[config.mk]
export PLATFORM = sky130hd
export DESIGN_NAME = hazard_unit
export DESIGN_NICKNAME = d
export VERILOG_FILES = /design/src/rtl/hazard_unit.sv
export SDC_FILE = /design/constraint.sdc
export NUM_CORES = 1
export LEC_CHECK = 0
export BUFFER_PORTS_ARGS = -buffer_cell sky130_fd_sc_hd__buf_2
export CAP_MARGIN = 20
export CORE_AREA = 2 2 88 90
export DETAILED_ROUTE_END_ITERATION = 8
export DIE_AREA = 0 0 90 92
export GPL_TIMING_DRIVEN = 0
export HOLD_SLACK_MARGIN = 0.06
export PLACE_DENSITY_LB_ADDON = 0.25
export SETUP_SLACK_MARGIN = 0.2
export SLEW_MARGIN = 20
export SYNTH_ARGS = -nofsm -noshare
export SYNTH_HDL_FRONTEND = slang
export SYNTH_SLANG_ARGS = --single-unit
[constraint.sdc]
create_clock -name CLK -period 2.9 [get_ports CLK]
set_input_delay 0.435 -clock CLK [delete_from_list [all_inputs] [get_ports CLK]]
set_output_delay 0.435 -clock CLK [all_outputs]
set_load 0.02 [all_outputs]
[src/rtl/hazard_unit.sv]
// Stall/flush side of the 5-stage pipeline hazard logic.
// Also keeps saturating stall/redirect counters and a sticky stall timeout.
module hazard_unit #(
   parameter int MAX_STALL = 255,
   parameter int CNT_W     = 16
) (
   input  logic             CLK,
   input  logic             Reset_L,
   input  logic [4:0]       ID_Rs,
   input  logic [4:0]       ID_Rt,
   input  logic             ID_ReadsRs,
   input  logic             ID_ReadsRt,
   input  logic             ID_Jump,
   input  logic             EX_MemRead,
   input  logic [4:0]       EX_Rw,
   input  logic             EX_BranchTaken,
   input  logic             DMemStall,
   output logic             PCWrite,
   output logic             IFWrite,
   output logic             IFFlush,
   output logic             Bubble,
   output logic             PipeHold,
   output logic [1:0]       AddrSel,
   output logic [CNT_W-1:0] StallCycles,
   output logic [CNT_W-1:0] FlushEvents,
   output logic             StallTimeout
);

   typedef enum logic [1:0] {
      IDLE,
      LOAD_STALL,
      FROZEN
   } state_t;

   localparam logic [CNT_W-1:0] CNT_MAX = '1;
   localparam logic [15:0]      RUN_MAX = 16'(MAX_STALL);

   state_t           state_q, state_d;
   logic [CNT_W-1:0] stall_cnt_q, stall_cnt_d;
   logic [CNT_W-1:0] flush_cnt_q, flush_cnt_d;
   logic [15:0]      run_q, run_d;
   logic             timeout_q, timeout_d;

   logic       lu;
   logic       redirect;
   logic       pc_wr, if_wr, if_fl, bub, hold;
   logic [1:0] sel;

   assign lu = EX_MemRead && (EX_Rw != 5'd0) &&
               ((ID_ReadsRs && (ID_Rs == EX_Rw)) ||
                (ID_ReadsRt && (ID_Rt == EX_Rw)));

   // FROZEN resolves like IDLE once memory is ready; only LOAD_STALL
   // suppresses a second load-use bubble.
   always_comb begin
      pc_wr    = 1'b1;
      if_wr    = 1'b1;
      if_fl    = 1'b0;
      bub      = 1'b0;
      hold     = 1'b0;
      sel      = 2'b00;
      redirect = 1'b0;
      state_d  = IDLE;
      if (DMemStall) begin
         pc_wr   = 1'b0;
         if_wr   = 1'b0;
         hold    = 1'b1;
         state_d = FROZEN;
      end else if (EX_BranchTaken) begin
         sel      = 2'b10;
         if_fl    = 1'b1;
         bub      = 1'b1;
         redirect = 1'b1;
      end else if (lu && (state_q != LOAD_STALL)) begin
         pc_wr   = 1'b0;
         if_wr   = 1'b0;
         bub     = 1'b1;
         state_d = LOAD_STALL;
      end else if (ID_Jump) begin
         sel      = 2'b01;
         if_fl    = 1'b1;
         redirect = 1'b1;
      end
   end

   always_comb begin
      stall_cnt_d = stall_cnt_q;
      flush_cnt_d = flush_cnt_q;
      if (!pc_wr && (stall_cnt_q != CNT_MAX))
         stall_cnt_d = stall_cnt_q + CNT_W'(1);
      if (redirect && (flush_cnt_q != CNT_MAX))
         flush_cnt_d = flush_cnt_q + CNT_W'(1);
      run_d = 16'd0;
      if (DMemStall)
         run_d = (run_q == RUN_MAX) ? run_q : run_q + 16'd1;
      timeout_d = timeout_q || (run_d == RUN_MAX);
   end

   always_ff @(posedge CLK or negedge Reset_L) begin
      if (!Reset_L) begin
         state_q     <= IDLE;
         stall_cnt_q <= '0;
         flush_cnt_q <= '0;
         run_q       <= 16'd0;
         timeout_q   <= 1'b0;
      end else begin
         state_q     <= state_d;
         stall_cnt_q <= stall_cnt_d;
         flush_cnt_q <= flush_cnt_d;
         run_q       <= run_d;
         timeout_q   <= timeout_d;
      end
   end

   // Reset forces the pipeline into a flushed, non-advancing state.
   assign PCWrite      = Reset_L & pc_wr;
   assign IFWrite      = Reset_L & if_wr;
   assign IFFlush      = ~Reset_L | if_fl;
   assign Bubble       = ~Reset_L | bub;
   assign PipeHold     = Reset_L & hold;
   assign AddrSel      = Reset_L ? sel : 2'b00;
   assign StallCycles  = stall_cnt_q;
   assign FlushEvents  = flush_cnt_q;
   assign StallTimeout = timeout_q;

endmodule

==> impl_metrics.tcl, run 1 <==
set metrics [dict create \
    pwr-share-comb_pct 28.7 \
    fin_crit_ns 2.57 \
    max_freq_mhz 390 \
    clock_tree.root_cell "clkbuf_8" \
    num_io_pins 63 \
    synth_seq_area_share_pct 44.4 \
    synth_fp_nets 311 \
    fin_util_pct 46.2 \
    worstSetupStartpointType "primary input" \
    overflow 0 \
    power.total_mw 1.95 \
    cp_num_buf_inv 3 \
    syn_avg_cell_area_um2 10.1 \
    hp-class "in2async" \
    cap_violations 0 \
    hpwl_um 4410 \
    wirelength_um 6190 \
    pwr_density_cell_mw_per_mm2 567 \
    antenna_cells 0 \
    holdBufCountCts 0 \
    grt_pass1_wl_um 10500 \
    required_ns 2.47 \
    async_flop_share_pct 100 \
    crit_type "in2out" \
    yosys_register_bits 51 \
    vdd_drop_max_uv 421 \
    setup_viol 0 \
    cts_max_path_buffers 2 \
    synth_edf_count 0 \
    place_inst 449 \
    clock_power_share_pct 21.9 \
    status "finished clean" \
    rows 32 \
    pre_cts_ws_ns 0.0933 \
    antenna_found_initial 0 \
    grt_util_all_layers_pct 15.3 \
    coreArea_mm2 0.00745 \
    die_area_mm2 0.00828 \
    ant_nets 0 \
    whs_ns 0.164 \
    switching_power_mw 0.713 \
    setup_ws_ns 0.333 \
    cpPeakStageDelay_ns 0.40 \
    floorplan.initialDensity_pct 38.6 \
    grt_pass1_vias 2245 \
    final_nets 383 \
    tns_ns 0 \
    place_area_mm2 0.00331 \
    worst-path-max-fanout 10 \
    slew-limit-headroom_pct 52.6 \
    p_int_mw 1.24 \
    via_per_inst 5.07 \
    area_delta_synth_final_pct 19.7 \
    rsz0062_at_grt "false" \
    pwr-share-seq_pct 49.4 \
    cp_slowest_cell "o31ai_4" \
    synth_ff_type "dfrtp_1" \
    worst_pin_slew_ns 0.705 \
    grt_max_degree 58 \
    drcViolationCount 0 \
    die_h_um 92 \
    skew_ns 0.00891 \
    cpMostUsedCell "buf_2" \
    yosys_warnings 0 \
    synth_cell_types 45 \
    cp-end-kind "output pin" \
    cts_tree "done" \
    numCtsBuffers 5 \
    path_clk_slew_ns 0.08 \
    synthesis.area_mm2 0.00287 \
    slew_violations 0 \
    die_x_um 90 \
    place.gp.congestion 0.810 \
    min_period_over_period_pct 88.5 \
    cp_top_family "compound AO/OA/AOI/OAI gates" \
    p_leak_nw 1.59 \
    arrival_ns 2.13 \
    vias 2331 \
    portBuffers 62 \
    synth_cells 285 \
    cp_cell_sequence "buf_2 -> xor2_1 -> nor4_1 -> a32oi_1 -> o31ai_4 -> buf_6 -> nand2_1 -> buf_2" \
    cts.sinks 51 \
    routedWlPerCell_um 13.5 \
    hold_viol_final 0 \
    switching_share_pct 36.5 \
    final_cells 460 \
    htreeDepth 2 \
    drt-pass1-iter-count 4 \
    drive_above_1_share_pct 24.9 \
    final_cell_area_mm2 0.00344 \
    drt-initial-drc-count 131 \
    clock_latency_ns 0.30 \
]
==> area by class of cell <==
type	instances	area [µm²]
Fill cell	743	4010
Multi-Input combinational cell	215	1510
Sequential cell	51	1280
Timing Repair Buffer	65	335
Tap cell	102	128
Clock buffer	7	86.3
Buffer	13	71.3
Inverter	6	22.5
Clock inverter	1	8.76
==> flip-flops by register name (all words and copies together) (netlist names) <==
name and flops:
run_q 16, FlushEvents 16, StallCycles 16, state_q 2
StallTimeout 1
==> per-layer routing <==
| metal | routed length (µm) | GRT usage, % | up-vias |
|---|---|---|---|
| li1 | - | - | 1156 |
| met1 | 3030 | 20.7 | 1139 |
| met2 | 2930 | 24.6 | 32 |
| met3 | 182 | 3.12 | 4 |
| met4 | 51 | 4.74 | 0 |
| met5 | 0 | 0 | - |
==> kinds of logic (layout without fill, tap and decap cells) <==
kind of cell,Yosys count,count (layout),share of synthesized area (%)
muxes,8,8,2.92
AOI/OAI and AO/OA,20,20,5.62
xor gates and xnor gates,50,50,15.2
buffers and inverters,19,92,3.27
adders and majority gates,3,3,1.31
DFF,51,51,44.4
and+or+nand+nor,134,134,27.3
==> cell usage in the layout (no fill, tap or decap), types with 2 or more instances in the layout <==
cell | netlist | routed
dfrtp_1 | 51 | 51
mux2_2 | 3 | 3
and2_1 | 7 | 7
nand3_1 | 17 | 17
nor3_1 | 13 | 13
nor2_1 | 22 | 22
nor3b_1 | 3 | 3
a21oi_1 | 2 | 2
a31oi_1 | 3 | 3
nor4_2 | 4 | 4
and3_1 | 9 | 9
buf_4 | 1 | 5
xor2_1 | 39 | 39
nor4b_1 | 8 | 8
buf_6 | 2 | 2
nand4_1 | 7 | 7
o21ai_0 | 3 | 3
mux2i_1 | 5 | 5
ha_1 | 3 | 3
nand3b_1 | 2 | 2
buf_2 | 3 | 64
xnor2_1 | 11 | 11
clkbuf_8 | 0 | 6
and4_1 | 3 | 3
clkbuf_1 | 7 | 8
nand2_1 | 22 | 22
nand2b_1 | 3 | 3
inv_1 | 6 | 6
nor4_1 | 9 | 9
==> power by group through the flow <==
stage                     sequential (mW)  combinational [mW]  clock, mW
after floorplan                      1.09               0.229          0
final                               0.963               0.560      0.428
after CTS                           0.964               0.565      0.449
after global routing                0.986               0.618      0.472
after global placement              0.975               0.553          0
after detailed placement            0.974               0.563          0
==> worst reg2reg max path: cells and delay by family (launching register included) <==
kind	cells	cell delay, ns
xor+xnor	1	0.18
simple gates	4	0.96
flops	1	0.43
fa+ha+maj	1	0.30
buf+inv	1	0.29
compound gates	1	0.22
==> synth_stat cells, types with 4 or more instances <==
cell type  instances  share of area, %
nor2_1            22               2.9
mux2i_1            5               1.7
nand2_1           22               2.9
nand3_1           17               3.0
nor4b_1            8               2.4
xnor2_1           11               3.4
nor4_2             4               1.7
xor2_1            39                12
nor4_1             9               2.0
clkbuf_1           7              0.91
nand4_1            7               1.5
and2_1             7               1.5
dfrtp_1           51                44
and3_1             9               2.0
nor3_1            13               2.3
inv_1              6              0.78
==> timing repair <==
item                       in CTS  in global routing
resized for setup               1                  0
setup endpoints to repair       2                  1
gates cloned                    0                  0
buffers inserted                1                  2
pin swaps                       1                  1
==> worst paths after layout <==
path,startpoint,end,slack [ns],cells past startpoint
worst max-delay path,EX_Rw[2],IFFlush,0.33,8
worst min-delay path,Reset_L,run_q[3],0.16,1
worst max register to register,run_q[0],StallTimeout,0.46,8
worst min register to register,StallTimeout,StallTimeout,0.48,1
max in group asynchronous,Reset_L,run_q[7],2.27,1
min in group CLK,DMemStall,state_q[1],0.31,1
No activity file was read; power rests on OpenSTA's default activity.
==> inputs of run 2 (changes only) <==
Settings changed: CORE_AREA 2 2 88 90 to 2 2 79 81, CTS_CLUSTER_SIZE set to 30, DIE_AREA 0 0 90 92 to 0 0 81 83.
==> impl_metrics.tcl, run 2 (same netlist as run 1, synthesis figures left out) <==
set metrics [dict create \
    status "finished clean" \
    final_cell_area_mm2 0.00344 \
    p_leak_nw 1.61 \
    p_int_mw 1.30 \
    path_clk_slew_ns 0.10 \
    slew-limit-headroom_pct 53.3 \
    drive_above_1_share_pct 25.6 \
    worst-path-max-fanout 10 \
    hpwl_um 4300 \
    min_period_over_period_pct 87.4 \
    power.total_mw 2.02 \
    crit_type "in2out" \
    tns_ns 0 \
    cp_top_family "compound AO/OA/AOI/OAI gates" \
    slew_violations 0 \
    rr_worst_depth 9 \
    cpPeakStageDelay_ns 0.39 \
    drt-initial-drc-count 132 \
    setup_viol 0 \
    htreeDepth 2 \
    antenna_cells 0 \
    die_h_um 83 \
    hold_viol_final 0 \
    required_ns 2.47 \
    grt_pass1_vias 2222 \
    cp_num_buf_inv 3 \
    pwr_density_cell_mw_per_mm2 586 \
    grt_max_degree 58 \
    die_x_um 81 \
    cts_max_path_buffers 2 \
    drcViolationCount 0 \
    holdBufCountCts 0 \
    cts_tree "done" \
    rsz0062_at_grt "false" \
    via_per_inst 5.48 \
    drt-pass1-iter-count 4 \
    die_area_mm2 0.00672 \
    rows 28 \
    final_cells 434 \
    cts.sinks 51 \
    hp-class "in2async" \
    portBuffers 62 \
    place_area_mm2 0.00328 \
    numCtsBuffers 5 \
    cp_slowest_cell "o31ai_4" \
    switching_share_pct 35.5 \
    overflow 0 \
    whs_ns 0.146 \
    ant_nets 0 \
    wirelength_um 6150 \
    fin_crit_ns 2.53 \
    final_cell_mix "64 x buf_2, 51 x dfrtp_1, 39 x xor2_1, 22 x nand2_1, 22 x nor2_1" \
    max_freq_mhz 394 \
    pre_cts_ws_ns 0.161 \
    clock_latency_ns 0.31 \
    arrival_ns 2.10 \
    place_inst 422 \
    antenna_found_initial 0 \
    clock_power_share_pct 24.6 \
    worstSetupStartpointType "primary input" \
    cp-end-kind "output pin" \
    grt_util_all_layers_pct 19.6 \
    coreArea_mm2 0.00582 \
    grt_pass1_wl_um 10500 \
    cap_violations 0 \
    vdd_drop_max_uv 495 \
    clock_tree.root_cell "clkbuf_8" \
    routedWlPerCell_um 14.2 \
    vias 2378 \
    setup_ws_ns 0.365 \
    final_nets 384 \
    final_common_cell "buf_2" \
    area_delta_synth_final_pct 19.7 \
    cp_cell_sequence "buf_2 -> xor2_1 -> nor4_1 -> a32oi_2 -> o31ai_4 -> buf_6 -> nand2_1 -> buf_2" \
    place.gp.congestion 0.869 \
    pwr-share-comb_pct 27.8 \
    num_io_pins 63 \
    switching_power_mw 0.716 \
    fin_util_pct 59.1 \
    pwr-share-seq_pct 47.6 \
    cp.depth 8 \
    worst_pin_slew_ns 0.695 \
    cpMostUsedCell "buf_2" \
    skew_ns 0.0109 \
    floorplan.initialDensity_pct 49.4 \
]
-- run 2: worst register-to-register path, cell delays in order, from the launching register on --
cell and delay, ns:
dfrtp_1 0.44, ha_1 0.29, and4_1 0.21, clkbuf_1 0.29, nand4_1 0.16, buf_4 0.20
nor2_1 0.08, a31oi_1 0.05, nor4b_1 0.40, a41o_1 0.22
-- run 2: path summary, 6_finish.rpt --
kind                                  from               to  slack, ns
setup / recovery                  EX_Rw[2]          IFFlush       0.37
hold / removal                     Reset_L        run_q[13]       0.15
setup reg to reg                  run_q[0]     StallTimeout       0.50
hold reg to reg            FlushEvents[15]  FlushEvents[15]       0.49
max in group asynchronous          Reset_L  FlushEvents[10]       2.29
min in group CLK                 DMemStall       state_q[1]       0.30
-- run 2: metal layers --
metal / vias up / global-route usage, % / part of all wire, %
li1: 1158 / - / -
met1: 1161 / 26.9 / 46
met2: 53 / 31.4 / 48
met3: 6 / 4.02 / 5.2
met4: 0 / 5.24 / 1.2
met5: - / 0 / 0
-- run 2: layout make-up --
| class | instances | area (µm²) |
|---|---|---|
| Buffer | 13 | 71.3 |
| Sequential cell | 51 | 1280 |
| Multi-Input combinational cell | 215 | 1520 |
| Timing Repair Buffer | 66 | 343 |
| Inverter | 6 | 22.5 |
| Tap cell | 75 | 93.8 |
| Clock inverter | 3 | 43.8 |
| Clock buffer | 5 | 68.8 |
| Fill cell | 536 | 2380 |
-- run 2: power groups by stage --
stage | registers [mW] | clock network (mW) | logic, mW
final | 0.960 | 0.496 | 0.560
after global placement | 0.971 | 0 | 0.550
after CTS | 0.959 | 0.512 | 0.564
after floorplan | 1.09 | 0 | 0.229
after global routing | 0.983 | 0.542 | 0.613
after detailed placement | 0.970 | 0 | 0.563
-- run 2: what timing repair did --
action                                  4_1_cts  5_1_grt
endpoints found under the setup margin        1        3
pin swaps                                     0        2
setup buffers                                 0        4
gates resized for setup                       1        1
==> inputs of run 3 (changes only) <==
Settings changed: ABC_AREA set to 1, CORE_AREA 2 2 79 81 to 2 2 85 87, DIE_AREA 0 0 81 83 to 0 0 87 89.
Clock period 2.9 ns to 3.3 ns, I/O delays scaled along.
==> impl_metrics.tcl, run 3 <==
set metrics [dict create \
    routedWlPerCell_um 12.2 \
    ys_top_cells_by_area "dfrtp_1 39%, nand2_1 19%, nand3_1 9.7%" \
    place.gp.congestion 0.924 \
    ant_nets 0 \
    rows 30 \
    cap_violations 0 \
    min_period_over_period_pct 79.6 \
    grt_max_degree 56 \
    final_nets 575 \
    grt_util_all_layers_pct 21.4 \
    place_area_mm2 0.00371 \
    synth_seq_area_share_pct 38.7 \
    clock_latency_ns 0.31 \
    final_common_cell "nand2_1" \
    worst_pin_slew_ns 0.675 \
    portBuffers 62 \
    cp-end-kind "output pin" \
    wirelength_um 7670 \
    skew_ns 0.00757 \
    power.total_mw 1.56 \
    status "finished clean" \
    coreArea_mm2 0.00672 \
    vdd_drop_max_uv 270 \
    required_ns 2.80 \
    hp-class "in2async" \
    tns_ns 0 \
    p_leak_nw 2.18 \
    htreeDepth 2 \
    drt-initial-drc-count 161 \
    drcViolationCount 0 \
    die_area_mm2 0.00774 \
    area_delta_synth_final_pct 16.2 \
    numCtsBuffers 5 \
    cts_max_path_buffers 2 \
    synth_edf_count 0 \
    path_clk_slew_ns 0.10 \
    grt_pass1_vias 2969 \
    synthesis.area_mm2 0.00330 \
    final_cell_mix "168 x nand2_1, 66 x buf_2, 64 x nand3_1, 56 x nor2_1, 54 x inv_1" \
    fin_util_pct 57.1 \
    cts_tree "done" \
    yosys_warnings 0 \
    overflow 0 \
    critPathLaunch "EX_Rw[1]" \
    via_per_inst 5.02 \
    rr_worst_depth 8 \
    cts.sinks 51 \
    final_cell_area_mm2 0.00383 \
    post_cts_buffers 0 \
    synth_fp_nets 506 \
    cts_resized 0 \
    slew_violations 0 \
    syn_avg_cell_area_um2 6.88 \
    antenna_found_initial 0 \
    yosys.area.top_type "dfrtp_1" \
    async_flop_share_pct 100 \
    crit_type "in2out" \
    worst-path-max-fanout 10 \
    die_x_um 87 \
    yosys_register_bits 51 \
    floorplan.initialDensity_pct 49.1 \
    slew-limit-headroom_pct 55.0 \
    rsz0062_at_grt "false" \
    nFillCells 639 \
    synthTopCellsByCount "168 x nand2_1, 64 x nand3_1, 56 x nor2_1, 54 x inv_1, 51 x dfrtp_1" \
    hpwl_um 5780 \
    clock_tree.root_cell "clkbuf_8" \
    max_freq_mhz 381 \
    worstSetupStartpointType "primary input" \
    reg2reg_slack_ns 1.24 \
    synth_cells 480 \
    r2r-end "FlushEvents[3]" \
    arrival_ns 2.13 \
    synth_ff_type "dfrtp_1" \
    vias 3163 \
    die_h_um 89 \
    synth_most_common_cell "nand2_1" \
    synth_cell_types 29 \
    pwr_density_cell_mw_per_mm2 408 \
    whs_ns 0.191 \
    fin_crit_ns 2.63 \
    num_io_pins 63 \
    setup_viol 0 \
    hold_viol_final 0 \
    r2r_start "FlushEvents[0]" \
    drive_above_1_share_pct 15.8 \
    drt-pass1-iter-count 4 \
    holdBufCountCts 0 \
    synth_top_area_share_pct 38.7 \
    grt_pass1_wl_um 13200 \
    antenna_cells 0 \
]
-- run 3: worst max-delay path by stage --
| stage | slack, ns | end |
|---|---|---|
| detailed placement | 0.65 | PCWrite |
| global placement | 0.56 | PCWrite |
| global route | 0.46 | PCWrite |
| CTS | 0.65 | PCWrite |
| finish | 0.67 | PCWrite |
| floorplan | 0.98 | PCWrite |
-- run 3: through the flow --
stage               instances  setup slack [ns]
finish                    630             0.675
CTS                       630             0.647
detailed placement        622             0.652
floorplan                 480             0.979
global route              630             0.458
global placement          622             0.562
-- run 3: report_power, final --
group | internal [mW] | switching [mW]
Sequential | 0.677 | 0.0747
Combinational | 0.129 | 0.213
Clock | 0.250 | 0.220
Total | 1.06 | 0.508
-- run 3: cell families (layout without fill, tap and decap cells) --
kind of cell               after synthesis  after routing  share of synthesized area, %
adders and majority gates                3              3                          1.14
AOI/OAI and AO/OA                       14             14                          2.69
buffers and inverters                   68            138                          8.49
DFF                                     51             51                          38.7
and+or+nand+nor                        316            316                          41.6
xor gates and xnor gates                28             28                          7.43
-- run 3: layer usage --
metal  routed length, µm  global-route usage, %
met4                 132                   7.24
met5                   0                      0
met3                 395                   3.79
met1                3630                   28.2
met2                3510                   35.7
-- run 3: layout make-up --
type | instances | area, µm² | share of cell area (%)
clock buffers | 6 | 82.6 | 2.15
flip-flops and latches | 51 | 1280 | 33.3
well taps | 80 | 100 | 2.61
plain buffers | 12 | 70.1 | 1.83
clock inverters | 2 | 38.8 | 1.01
repair buffers | 62 | 313 | 8.16
inverters | 56 | 210 | 5.48
multi-input cells | 361 | 1740 | 45.5
-- run 3: worst max-delay path, cell delays in order --
cell and delay, ns:
buf_2 0.10, inv_1 0.11, o21ai_0 0.09, nor2_1 0.10, nand3_1 0.09, nand2_1 0.06, nand2_1 0.12, o21bai_4 0.31
buf_2 0.28, nor2_1 0.09, buf_4 0.13, buf_2 0.15
